==> config.mk <==
export PLATFORM = sky130hd
export DESIGN_NAME = ysyx_24080006_icache_ctrl_flat
export DESIGN_NICKNAME = d
export VERILOG_FILES = /design/src/rtl/ysyx_24080006_pkg.sv /design/src/rtl/ysyx_24080006_icache_ctrl_if.sv /design/src/rtl/ysyx_24080006_icache_ctrl.sv /design/src/flat_wrapper.sv
export SDC_FILE = /design/constraint.sdc
export NUM_CORES = 1
export LEC_CHECK = 0
export BUFFER_PORTS_ARGS = -buffer_cell sky130_fd_sc_hd__buf_4
export CORE_AREA = 2 2 183 185
export DETAILED_ROUTE_END_ITERATION = 6
export DIE_AREA = 0 0 185 187
export PLACE_DENSITY = 0.81
export SYNTH_ARGS = -nofsm -noshare
export SYNTH_HDL_FRONTEND = slang
export SYNTH_SLANG_ARGS = --single-unit
==> constraint.sdc <==
create_clock -name clock -period 3.6 [get_ports clock]
set_clock_uncertainty 0.05 [all_clocks]
set_input_delay 0.36 -clock clock [delete_from_list [all_inputs] [get_ports clock]]
set_output_delay 0.36 -clock clock [all_outputs]
set_load 0.1 [all_outputs]
==> src/rtl/ysyx_24080006_pkg.sv <==
// Shared geometry, line-entry type and FSM encoding for the instruction cache controller.
package ysyx_24080006_pkg;

  localparam int ADDR_W   = 32;
  localparam int IC_N     = 4;
  localparam int IC_2     = 2 ** IC_N;
  localparam int IC_WORDS = 4;
  localparam int OFF_W    = $clog2(IC_WORDS * 4);
  localparam int WOFF_W   = $clog2(IC_WORDS);
  localparam int TAG_W    = ADDR_W - IC_N - OFF_W;

  localparam logic [7:0] AXI_LEN        = 8'(IC_WORDS - 1);
  localparam logic [2:0] AXI_SIZE_4B    = 3'b010;
  localparam logic [1:0] AXI_BURST_INCR = 2'b01;

  typedef struct packed {
    logic                       valid;
    logic [TAG_W-1:0]           tag;
    logic [IC_WORDS-1:0][31:0]  data;
  } icache_t;

  typedef enum logic [2:0] {
    ST_IDLE,
    ST_LOOKUP,
    ST_AR,
    ST_R,
    ST_FILL,
    ST_RSP,
    ST_FENCE
  } ic_state_e;

  function automatic logic [IC_N-1:0] addr_index(input logic [ADDR_W-1:0] a);
    return a[OFF_W+IC_N-1:OFF_W];
  endfunction

  function automatic logic [TAG_W-1:0] addr_tag(input logic [ADDR_W-1:0] a);
    return a[ADDR_W-1:OFF_W+IC_N];
  endfunction

  function automatic logic [WOFF_W-1:0] addr_word(input logic [ADDR_W-1:0] a);
    return a[OFF_W-1:2];
  endfunction

endpackage

==> src/rtl/ysyx_24080006_icache_ctrl_if.sv <==
// IFU fetch, FENCE.I, icache regfile and AXI read-channel signals of the icache controller.
interface ysyx_24080006_icache_ctrl_if;
  import ysyx_24080006_pkg::*;

  logic              ifu_req_valid;
  logic              ifu_req_ready;
  logic [ADDR_W-1:0] ifu_addr;
  logic              ifu_rsp_valid;
  logic              ifu_rsp_ready;
  logic [31:0]       ifu_rsp_inst;
  logic              ifu_rsp_err;

  logic              fencei_req;
  logic              fencei_done;

  logic [IC_N-1:0]   ic_index;
  icache_t           ic_rdata;
  logic              ic_we;
  logic [IC_N-1:0]   ic_waddr;
  icache_t           ic_wdata;
  logic              fencei;

  logic [ADDR_W-1:0] axi_araddr;
  logic              axi_arvalid;
  logic              axi_arready;
  logic [7:0]        axi_arlen;
  logic [2:0]        axi_arsize;
  logic [1:0]        axi_arburst;
  logic              axi_rvalid;
  logic              axi_rready;
  logic [31:0]       axi_rdata;
  logic [1:0]        axi_rresp;
  logic              axi_rlast;

  modport master (
    input  ifu_req_valid, ifu_addr, ifu_rsp_ready, fencei_req, ic_rdata,
           axi_arready, axi_rvalid, axi_rdata, axi_rresp, axi_rlast,
    output ifu_req_ready, ifu_rsp_valid, ifu_rsp_inst, ifu_rsp_err, fencei_done,
           ic_index, ic_we, ic_waddr, ic_wdata, fencei,
           axi_araddr, axi_arvalid, axi_arlen, axi_arsize, axi_arburst, axi_rready
  );

  modport slave (
    output ifu_req_valid, ifu_addr, ifu_rsp_ready, fencei_req, ic_rdata,
           axi_arready, axi_rvalid, axi_rdata, axi_rresp, axi_rlast,
    input  ifu_req_ready, ifu_rsp_valid, ifu_rsp_inst, ifu_rsp_err, fencei_done,
           ic_index, ic_we, ic_waddr, ic_wdata, fencei,
           axi_araddr, axi_arvalid, axi_arlen, axi_arsize, axi_arburst, axi_rready
  );

endinterface

==> src/rtl/ysyx_24080006_icache_ctrl.sv <==
// Direct-mapped icache controller: lookup, AXI INCR line refill, FENCE.I sequencing.
// Define YSYX_24080006_ICACHE_PERF_EN to add hit/miss performance counters.
module ysyx_24080006_icache_ctrl
  import ysyx_24080006_pkg::*;
(
  input  logic clock,
  input  logic reset,
  ysyx_24080006_icache_ctrl_if.master bus
`ifdef YSYX_24080006_ICACHE_PERF_EN
  ,
  output logic [31:0] perf_hit_cnt,
  output logic [31:0] perf_miss_cnt
`endif
);

  ic_state_e                 state_q;
  logic [TAG_W-1:0]          tag_q;
  logic [WOFF_W-1:0]         woff_q;
  logic [IC_N-1:0]           ic_index_q;
  logic [IC_WORDS-1:0][31:0] line_q;
  logic [IC_WORDS-1:0][31:0] line_d;
  logic [WOFF_W-1:0]         cnt_q;
  logic                      err_flag_q;
  logic                      err_d;
  logic                      rsp_valid_q;
  logic [31:0]               rsp_inst_q;
  logic                      rsp_err_q;
  logic                      arvalid_q;
  logic [ADDR_W-1:0]         araddr_q;
  logic                      rready_q;
  logic                      ic_we_q;
  logic [IC_N-1:0]           ic_waddr_q;
  icache_t                   ic_wdata_q;
  logic                      fencei_q;
  icache_t                   rd;
  logic                      hit;
  logic                      unused_addr_lsb;

  assign unused_addr_lsb = ^bus.ifu_addr[1:0];
  assign rd  = bus.ic_rdata;
  assign hit = rd.valid && (rd.tag == tag_q);

  // Line buffer merged with the beat arriving this cycle, so FILL can write the last beat too.
  always_comb begin
    line_d = line_q;
    err_d  = err_flag_q;
    if (bus.axi_rvalid && rready_q) begin
      line_d[cnt_q] = bus.axi_rdata;
      err_d         = err_flag_q | (|bus.axi_rresp);
    end
  end

  always_ff @(posedge clock) begin
    if (reset) begin
      state_q     <= ST_IDLE;
      tag_q       <= '0;
      woff_q      <= '0;
      ic_index_q  <= '0;
      line_q      <= '0;
      cnt_q       <= '0;
      err_flag_q  <= 1'b0;
      rsp_valid_q <= 1'b0;
      rsp_inst_q  <= '0;
      rsp_err_q   <= 1'b0;
      arvalid_q   <= 1'b0;
      araddr_q    <= '0;
      rready_q    <= 1'b0;
      ic_we_q     <= 1'b0;
      ic_waddr_q  <= '0;
      ic_wdata_q  <= '0;
      fencei_q    <= 1'b0;
    end else begin
      case (state_q)
        ST_IDLE: begin
          if (bus.fencei_req) begin
            fencei_q <= 1'b1;
            state_q  <= ST_FENCE;
          end else if (bus.ifu_req_valid) begin
            tag_q      <= addr_tag(bus.ifu_addr);
            woff_q     <= addr_word(bus.ifu_addr);
            ic_index_q <= addr_index(bus.ifu_addr);
            state_q    <= ST_LOOKUP;
          end
        end
        ST_LOOKUP: begin
          if (hit) begin
            rsp_valid_q <= 1'b1;
            rsp_inst_q  <= rd.data[woff_q];
            rsp_err_q   <= 1'b0;
            state_q     <= ST_RSP;
          end else begin
            arvalid_q <= 1'b1;
            araddr_q  <= {tag_q, ic_index_q, {OFF_W{1'b0}}};
            state_q   <= ST_AR;
          end
        end
        ST_AR: begin
          if (bus.axi_arready) begin
            arvalid_q <= 1'b0;
            rready_q  <= 1'b1;
            state_q   <= ST_R;
          end
        end
        ST_R: begin
          if (bus.axi_rvalid) begin
            line_q     <= line_d;
            err_flag_q <= err_d;
            cnt_q      <= cnt_q + 1'b1;
            // rlast ends the burst regardless of how many beats were counted.
            if (bus.axi_rlast) begin
              rready_q   <= 1'b0;
              ic_we_q    <= !err_d;
              ic_waddr_q <= ic_index_q;
              ic_wdata_q <= '{valid: 1'b1, tag: tag_q, data: line_d};
              state_q    <= ST_FILL;
            end
          end
        end
        ST_FILL: begin
          ic_we_q     <= 1'b0;
          rsp_valid_q <= 1'b1;
          rsp_inst_q  <= err_flag_q ? 32'd0 : line_q[woff_q];
          rsp_err_q   <= err_flag_q;
          state_q     <= ST_RSP;
        end
        ST_RSP: begin
          if (bus.ifu_rsp_ready) begin
            rsp_valid_q <= 1'b0;
            rsp_inst_q  <= '0;
            rsp_err_q   <= 1'b0;
            err_flag_q  <= 1'b0;
            cnt_q       <= '0;
            state_q     <= ST_IDLE;
          end
        end
        ST_FENCE: begin
          fencei_q <= 1'b0;
          state_q  <= ST_IDLE;
        end
        default: state_q <= ST_IDLE;
      endcase
    end
  end

  // A pending FENCE.I blocks new fetches so the invalidate is never overtaken.
  assign bus.ifu_req_ready = (state_q == ST_IDLE) && !bus.fencei_req && !reset;
  assign bus.ifu_rsp_valid = rsp_valid_q;
  assign bus.ifu_rsp_inst  = rsp_inst_q;
  assign bus.ifu_rsp_err   = rsp_err_q;
  assign bus.fencei        = fencei_q;
  assign bus.fencei_done   = fencei_q;
  assign bus.ic_index      = ic_index_q;
  assign bus.ic_we         = ic_we_q;
  assign bus.ic_waddr      = ic_waddr_q;
  assign bus.ic_wdata      = ic_wdata_q;
  assign bus.axi_araddr    = araddr_q;
  assign bus.axi_arvalid   = arvalid_q;
  assign bus.axi_arlen     = arvalid_q ? AXI_LEN : 8'd0;
  assign bus.axi_arsize    = arvalid_q ? AXI_SIZE_4B : 3'd0;
  assign bus.axi_arburst   = arvalid_q ? AXI_BURST_INCR : 2'd0;
  assign bus.axi_rready    = rready_q;

`ifdef YSYX_24080006_ICACHE_PERF_EN
  logic [31:0] hit_cnt_q;
  logic [31:0] miss_cnt_q;

  always_ff @(posedge clock) begin
    if (reset) begin
      hit_cnt_q  <= '0;
      miss_cnt_q <= '0;
    end else if (state_q == ST_LOOKUP) begin
      if (hit) hit_cnt_q  <= hit_cnt_q + 32'd1;
      else     miss_cnt_q <= miss_cnt_q + 32'd1;
    end
  end

  assign perf_hit_cnt  = hit_cnt_q;
  assign perf_miss_cnt = miss_cnt_q;
`endif

endmodule

==> src/flat_wrapper.sv <==
// flat-port wrapper written by rule: the top's interface ports become plain ports
module ysyx_24080006_icache_ctrl_flat import ysyx_24080006_pkg::*;
  (clock, reset, bus_ifu_req_valid, bus_ifu_addr, bus_ifu_rsp_ready, bus_fencei_req, bus_ic_rdata, bus_axi_arready, bus_axi_rvalid, bus_axi_rdata, bus_axi_rresp, bus_axi_rlast, bus_ifu_req_ready, bus_ifu_rsp_valid, bus_ifu_rsp_inst, bus_ifu_rsp_err, bus_fencei_done, bus_ic_index, bus_ic_we, bus_ic_waddr, bus_ic_wdata, bus_fencei, bus_axi_araddr, bus_axi_arvalid, bus_axi_arlen, bus_axi_arsize, bus_axi_arburst, bus_axi_rready);
  ysyx_24080006_icache_ctrl_if bus_i ();
  input  logic clock;
  input  logic reset;
  input wire logic [$bits(bus_i.ifu_req_valid)-1:0] bus_ifu_req_valid;
  input wire logic [$bits(bus_i.ifu_addr)-1:0] bus_ifu_addr;
  input wire logic [$bits(bus_i.ifu_rsp_ready)-1:0] bus_ifu_rsp_ready;
  input wire logic [$bits(bus_i.fencei_req)-1:0] bus_fencei_req;
  input wire logic [$bits(bus_i.ic_rdata)-1:0] bus_ic_rdata;
  input wire logic [$bits(bus_i.axi_arready)-1:0] bus_axi_arready;
  input wire logic [$bits(bus_i.axi_rvalid)-1:0] bus_axi_rvalid;
  input wire logic [$bits(bus_i.axi_rdata)-1:0] bus_axi_rdata;
  input wire logic [$bits(bus_i.axi_rresp)-1:0] bus_axi_rresp;
  input wire logic [$bits(bus_i.axi_rlast)-1:0] bus_axi_rlast;
  output wire logic [$bits(bus_i.ifu_req_ready)-1:0] bus_ifu_req_ready;
  output wire logic [$bits(bus_i.ifu_rsp_valid)-1:0] bus_ifu_rsp_valid;
  output wire logic [$bits(bus_i.ifu_rsp_inst)-1:0] bus_ifu_rsp_inst;
  output wire logic [$bits(bus_i.ifu_rsp_err)-1:0] bus_ifu_rsp_err;
  output wire logic [$bits(bus_i.fencei_done)-1:0] bus_fencei_done;
  output wire logic [$bits(bus_i.ic_index)-1:0] bus_ic_index;
  output wire logic [$bits(bus_i.ic_we)-1:0] bus_ic_we;
  output wire logic [$bits(bus_i.ic_waddr)-1:0] bus_ic_waddr;
  output wire logic [$bits(bus_i.ic_wdata)-1:0] bus_ic_wdata;
  output wire logic [$bits(bus_i.fencei)-1:0] bus_fencei;
  output wire logic [$bits(bus_i.axi_araddr)-1:0] bus_axi_araddr;
  output wire logic [$bits(bus_i.axi_arvalid)-1:0] bus_axi_arvalid;
  output wire logic [$bits(bus_i.axi_arlen)-1:0] bus_axi_arlen;
  output wire logic [$bits(bus_i.axi_arsize)-1:0] bus_axi_arsize;
  output wire logic [$bits(bus_i.axi_arburst)-1:0] bus_axi_arburst;
  output wire logic [$bits(bus_i.axi_rready)-1:0] bus_axi_rready;
  assign bus_i.ifu_req_valid = bus_ifu_req_valid;
  assign bus_i.ifu_addr = bus_ifu_addr;
  assign bus_i.ifu_rsp_ready = bus_ifu_rsp_ready;
  assign bus_i.fencei_req = bus_fencei_req;
  assign bus_i.ic_rdata = bus_ic_rdata;
  assign bus_i.axi_arready = bus_axi_arready;
  assign bus_i.axi_rvalid = bus_axi_rvalid;
  assign bus_i.axi_rdata = bus_axi_rdata;
  assign bus_i.axi_rresp = bus_axi_rresp;
  assign bus_i.axi_rlast = bus_axi_rlast;
  assign bus_ifu_req_ready = bus_i.ifu_req_ready;
  assign bus_ifu_rsp_valid = bus_i.ifu_rsp_valid;
  assign bus_ifu_rsp_inst = bus_i.ifu_rsp_inst;
  assign bus_ifu_rsp_err = bus_i.ifu_rsp_err;
  assign bus_fencei_done = bus_i.fencei_done;
  assign bus_ic_index = bus_i.ic_index;
  assign bus_ic_we = bus_i.ic_we;
  assign bus_ic_waddr = bus_i.ic_waddr;
  assign bus_ic_wdata = bus_i.ic_wdata;
  assign bus_fencei = bus_i.fencei;
  assign bus_axi_araddr = bus_i.axi_araddr;
  assign bus_axi_arvalid = bus_i.axi_arvalid;
  assign bus_axi_arlen = bus_i.axi_arlen;
  assign bus_axi_arsize = bus_i.axi_arsize;
  assign bus_axi_arburst = bus_i.axi_arburst;
  assign bus_axi_rready = bus_i.axi_rready;
  ysyx_24080006_icache_ctrl u_core (.clock(clock), .reset(reset), .bus(bus_i));
endmodule
==> impl_metrics.csv <==
group,metric,value,unit
placed_design,port-buffer-count,457,
power,pwr-share-comb,0.313,
synthesis,synth.area.top_cells,"dfxtp_1, mux2i_1, mux4_2, nand2_1, a21oi_1",
synthesis,synthSimpleGateAreaFrac,0.162,
synthesis,synth_edf_count,0,
timing,hold_ws,0.0128,ns
timing,fin_tns_setup,0,ns
synthesis,synth_warnings,0,
drt,drt_iter0_drc,1659,
synthesis,synthAdderAreaFrac,0.00290,
final_layout,final_cell_area,22300,µm²
synthesis,synth_compound_gate_area_share,0.145,
setup_path,reg2reg_to,"u_core.line_q[108]$_SDFFE_PP0P_",
setup_path,r2r_slack,0.82,ns
setup_path,crit_chain,"nor2b_1 -> nand3_1 -> nor2_4 -> buf_4 -> nand2_1 -> a21oi_1",
cts,cts_resized,0,
global_route,grt_max_degree,136,
setup_path,worst_ep_required_time,4.03,ns
final_layout,syn_to_final_growth,28.9,%
cts,path_clk_slew,0.06,ns
global_route,grt_overflow,0,
setup_path,cp_top_family,"simple AND/OR/NAND/NOR gates",
cts,clk_path_buf_depth,3,
power,power.density,608,nW/µm²
timing,rsz0062_at_grt,"no",
global_route,met3_usage,0.0752,
drt,wirelength,60.4,mm
cts,root_buffer,"clkbuf_16",
setup_path,reg2reg_from,"u_core.state_q[0]$_SDFFE_PP0P_",
power,p_seq_frac,0.360,
timing,tightest_slew,0.933,ns
setup_path,crit_buf_inv,1,
synthesis,synth_top_family_by_area,"multiplexers",
setup_path,critPathMaxStageDelay,0.66,ns
drt,drt_first_pass_iters,6,
synthesis,synth-seq-area-share,0.448,
cts,cts_setup_buffers,0,
timing,setup_viol,0,
setup_path,critical_path_class,"reg -> reg",
setup_path,crit_path_top_delay_cell,"dfxtp_1",
worst_hold_path,hold_class,"in -> reg",
global_route,grt_busiest_layer,"met2",
global_route,grt_usage,0.337,
setup_path,crit_arrival,3.20,ns
drt,drc,0,
setup_path,crit_cells,6,
die,row_count,67,
global_route,grt_pass1_vias,15400,
cts,postCtsHoldBufs,9,
synthesis,synth.distinct_cells,42,
flow_run,drv_cap,0,
power,p_switching,5.24,mW
global_route,grt_antenna_before_repair,6,
synthesis,synth_area,17300,µm²
power,clkPwrFrac,0.326,
timing,timing.final.crit_period,2.78,ns
timing,slew_headroom,0.378,
die,dieArea,34600,µm²
power,ir_worst_vdd,0.543,mV
cts,cts_inserted_buffers,41,
outcome,status,"finished, final reports clean",
cts,cts_tree,"yes",
setup_path,crit_path_max_fanout,20,
placed_design,gp_congestion,0.885,
setup_path,r2r_cells,6,
placed_design,detailed_place_hpwl,41.3,mm
global_route,use_met1,0.421,
timing,report.final.slew_viol_count,0,
cts,cts_sinks,387,
drt,postRouteAntennaNets,0,
synthesis,synthMuxAreaShare,0.174,
synthesis,synth_cells,1936,
synthesis,avgSynthCellArea,8.93,µm²
setup_path,start_kind,"flip-flop",
die,num_io_pins,473,
power,p_int,8.31,mW
power,power,13.5,mW
die,initial_utilization,0.526,
synthesis,synth-main-ff-cell,"dfxtp_1",
die,core-area,32900,µm²
setup_path,worstSetupStartpoint,"u_core.state_q[0]$_SDFFE_PP0P_",
die,die_y,187,µm
synthesis,ys_seq_elements,387,
cts,htree_levels,2,
timing,fin_crit_sh,0.771,
timing,max_freq,360,MHz
placed_design,placed_cell_area,20800,µm²
die,fp.dieW,185,µm
synthesis,synth-async-reset-ratio,0,
setup_path,cp-end-kind,"flip-flop",
synthesis,synthXorXnorAreaFrac,0.0122,
synthesis,post-synth-top-area-cell,"dfxtp_1",
drt,wl_per_cell,21.9,µm
global_route,grt_pass1_wl,88.8,mm
power,p_leak,9.04,nW
setup_path,worstSetupEndpoint,"u_core.line_q[108]$_SDFFE_PP0P_",
global_route,grtUsageMet2,0.536,
final_layout,drive_above_1_share,0.278,
synthesis,synth_top_area_frac,0.448,
power,switching_share,0.387,
final_layout,nNetsFinal,2499,
drt,via_per_inst,5.83,
drt,num_vias,16000,
timing,hold_viol,0,
cts,clock_latency,0.56,ns
## layout make-up
cell class | instances | area, µm²
Antenna cell | 5 | 12.5
Clock buffer | 56 | 1150
Clock inverter | 18 | 243
Fill cell | 2592 | 10600
Inverter | 5 | 18.8
Multi-Input combinational cell | 1337 | 8690
Sequential cell | 387 | 7750
Tap cell | 448 | 561
Timing Repair Buffer | 496 | 3850
## synthesized netlist by cell type, types with 2 or more instances
| cell type | n |
|---|---|
| o21ai_0 | 23 |
| xnor2_1 | 21 |
| nor2_1 | 182 |
| nor3_1 | 4 |
| mux2i_1 | 156 |
| mux4_2 | 64 |
| nor4_1 | 2 |
| and2_1 | 2 |
| buf_6 | 3 |
| or4_1 | 32 |
| or2_2 | 4 |
| nand2_1 | 383 |
| buf_4 | 20 |
| nor2b_1 | 4 |
| clkbuf_1 | 165 |
| a211oi_1 | 130 |
| buf_1 | 7 |
| xor2_1 | 3 |
| ha_1 | 4 |
| nand3_1 | 7 |
| o21a_1 | 2 |
| inv_1 | 5 |
| o21ai_1 | 17 |
| a22oi_1 | 33 |
| buf_2 | 22 |
| nand2b_1 | 34 |
| dfxtp_1 | 387 |
| nand4_1 | 5 |
| and3_1 | 2 |
| a21oi_1 | 200 |
| clkbuf_2 | 2 |
## cells by family after synthesis
kind of cell | after synthesis
flip-flops | 387
adder cells (fa/ha/maj) | 4
buffers and inverters | 224
multiplexers | 220
AND/OR/NAND/NOR | 665
XOR/XNOR | 24
other | 1
AO/OA/AOI/OAI | 411
## power groups by stage
stage,logic [mW],clock network (mW),registers [mW]
3_3_place_gp,4.19,0,4.95
6_report,4.25,4.42,4.88
5_1_grt,4.42,4.62,4.91
4_1_cts,4.24,4.45,4.87
2_1_floorplan,1.77,0,6.34
3_5_place_dp,4.22,0,4.96
## per-layer routing
metal	vias to the layer above	routed length, µm
li1	7383	-
met2	800	28200
met3	189	5640
met1	7664	23000
met5	-	13
met4	2	3610
## tightest hold or removal path: cells and delay by family
family | cells | cell delay [ns]
compound gates | 1 | 0.05
simple gates | 1 | 0.04
buf+inv | 1 | 0.11
## how the worst min path moves through the flow
stage,slack [ns],end,start,cells past startpoint
final,0.01,u_core.tag_q[11]$_SDFFE_PP0P_,bus_ifu_addr[19],3
after CTS,0.0004,u_core.tag_q[11]$_SDFFE_PP0P_,bus_ifu_addr[19],3
after global routing,0.01,u_core.tag_q[13]$_SDFFE_PP0P_,bus_ifu_addr[21],3
after global placement,0.39,u_core.bus.ic_wdata[128]$_SDFFE_PP0P_,u_core.bus.ic_wdata[128]$_SDFFE_PP0P_,2
after floorplan,0.40,u_core.line_q[63]$_SDFFE_PP0P_,u_core.line_q[63]$_SDFFE_PP0P_,2
after detailed placement,0.40,u_core.bus.ic_wdata[137]$_SDFFE_PP0P_,u_core.bus.ic_wdata[137]$_SDFFE_PP0P_,2
## per-stage QoR
| step | util | instances | worst slack [ns] |
|---|---|---|---|
| 2_1_floorplan | - | 1948 | 0.824 |
| 3_3_place_gp | 0.633 | 2664 | 0.941 |
| 3_5_place_dp | 0.633 | 2664 | 0.923 |
| 4_1_cts | 0.678 | 2747 | 0.920 |
| 5_1_grt | 0.678 | 2751 | 0.645 |
| 6_report | 0.678 | 2752 | 0.823 |
## cell usage in the layout (no fill, tap or decap), types with 7 or more instances in the layout
master / instances
clkbuf_1: 8
mux2i_1: 156
buf_12: 8
o21ai_1: 17
or4_1: 32
o21ai_0: 22
xnor2_1: 21
nor2_1: 177
clkbuf_16: 41
nand2b_1: 33
buf_4: 478
dfxtp_1: 385
conb_1: 13
dlygate4sd3_1: 9
a22oi_1: 33
clkbuf_8: 7
a211oi_1: 130
a21oi_1: 200
mux4_2: 64
clkinv_2: 8
nand2_1: 383
## state kept, by name, indices dropped and copies added (netlist names)
| name | flops |
|---|---|
| u_core.bus.axi_araddr | 28 |
| u_core.bus.axi_arvalid | 1 |
| u_core.bus.axi_rready | 1 |
| u_core.bus.fencei | 1 |
| u_core.bus.ic_index | 4 |
| u_core.bus.ic_waddr | 4 |
| u_core.bus.ic_wdata | 153 |
| u_core.bus.ic_we | 1 |
| u_core.bus.ifu_rsp_err | 1 |
| u_core.bus.ifu_rsp_inst | 32 |
| u_core.bus.ifu_rsp_valid | 1 |
| u_core.cnt_q | 2 |
| u_core.err_flag_q | 1 |
| u_core.line_q | 128 |
| u_core.state_q | 3 |
| u_core.tag_q | 24 |
| u_core.woff_q | 2 |
(Power assumes the default switching activity.)
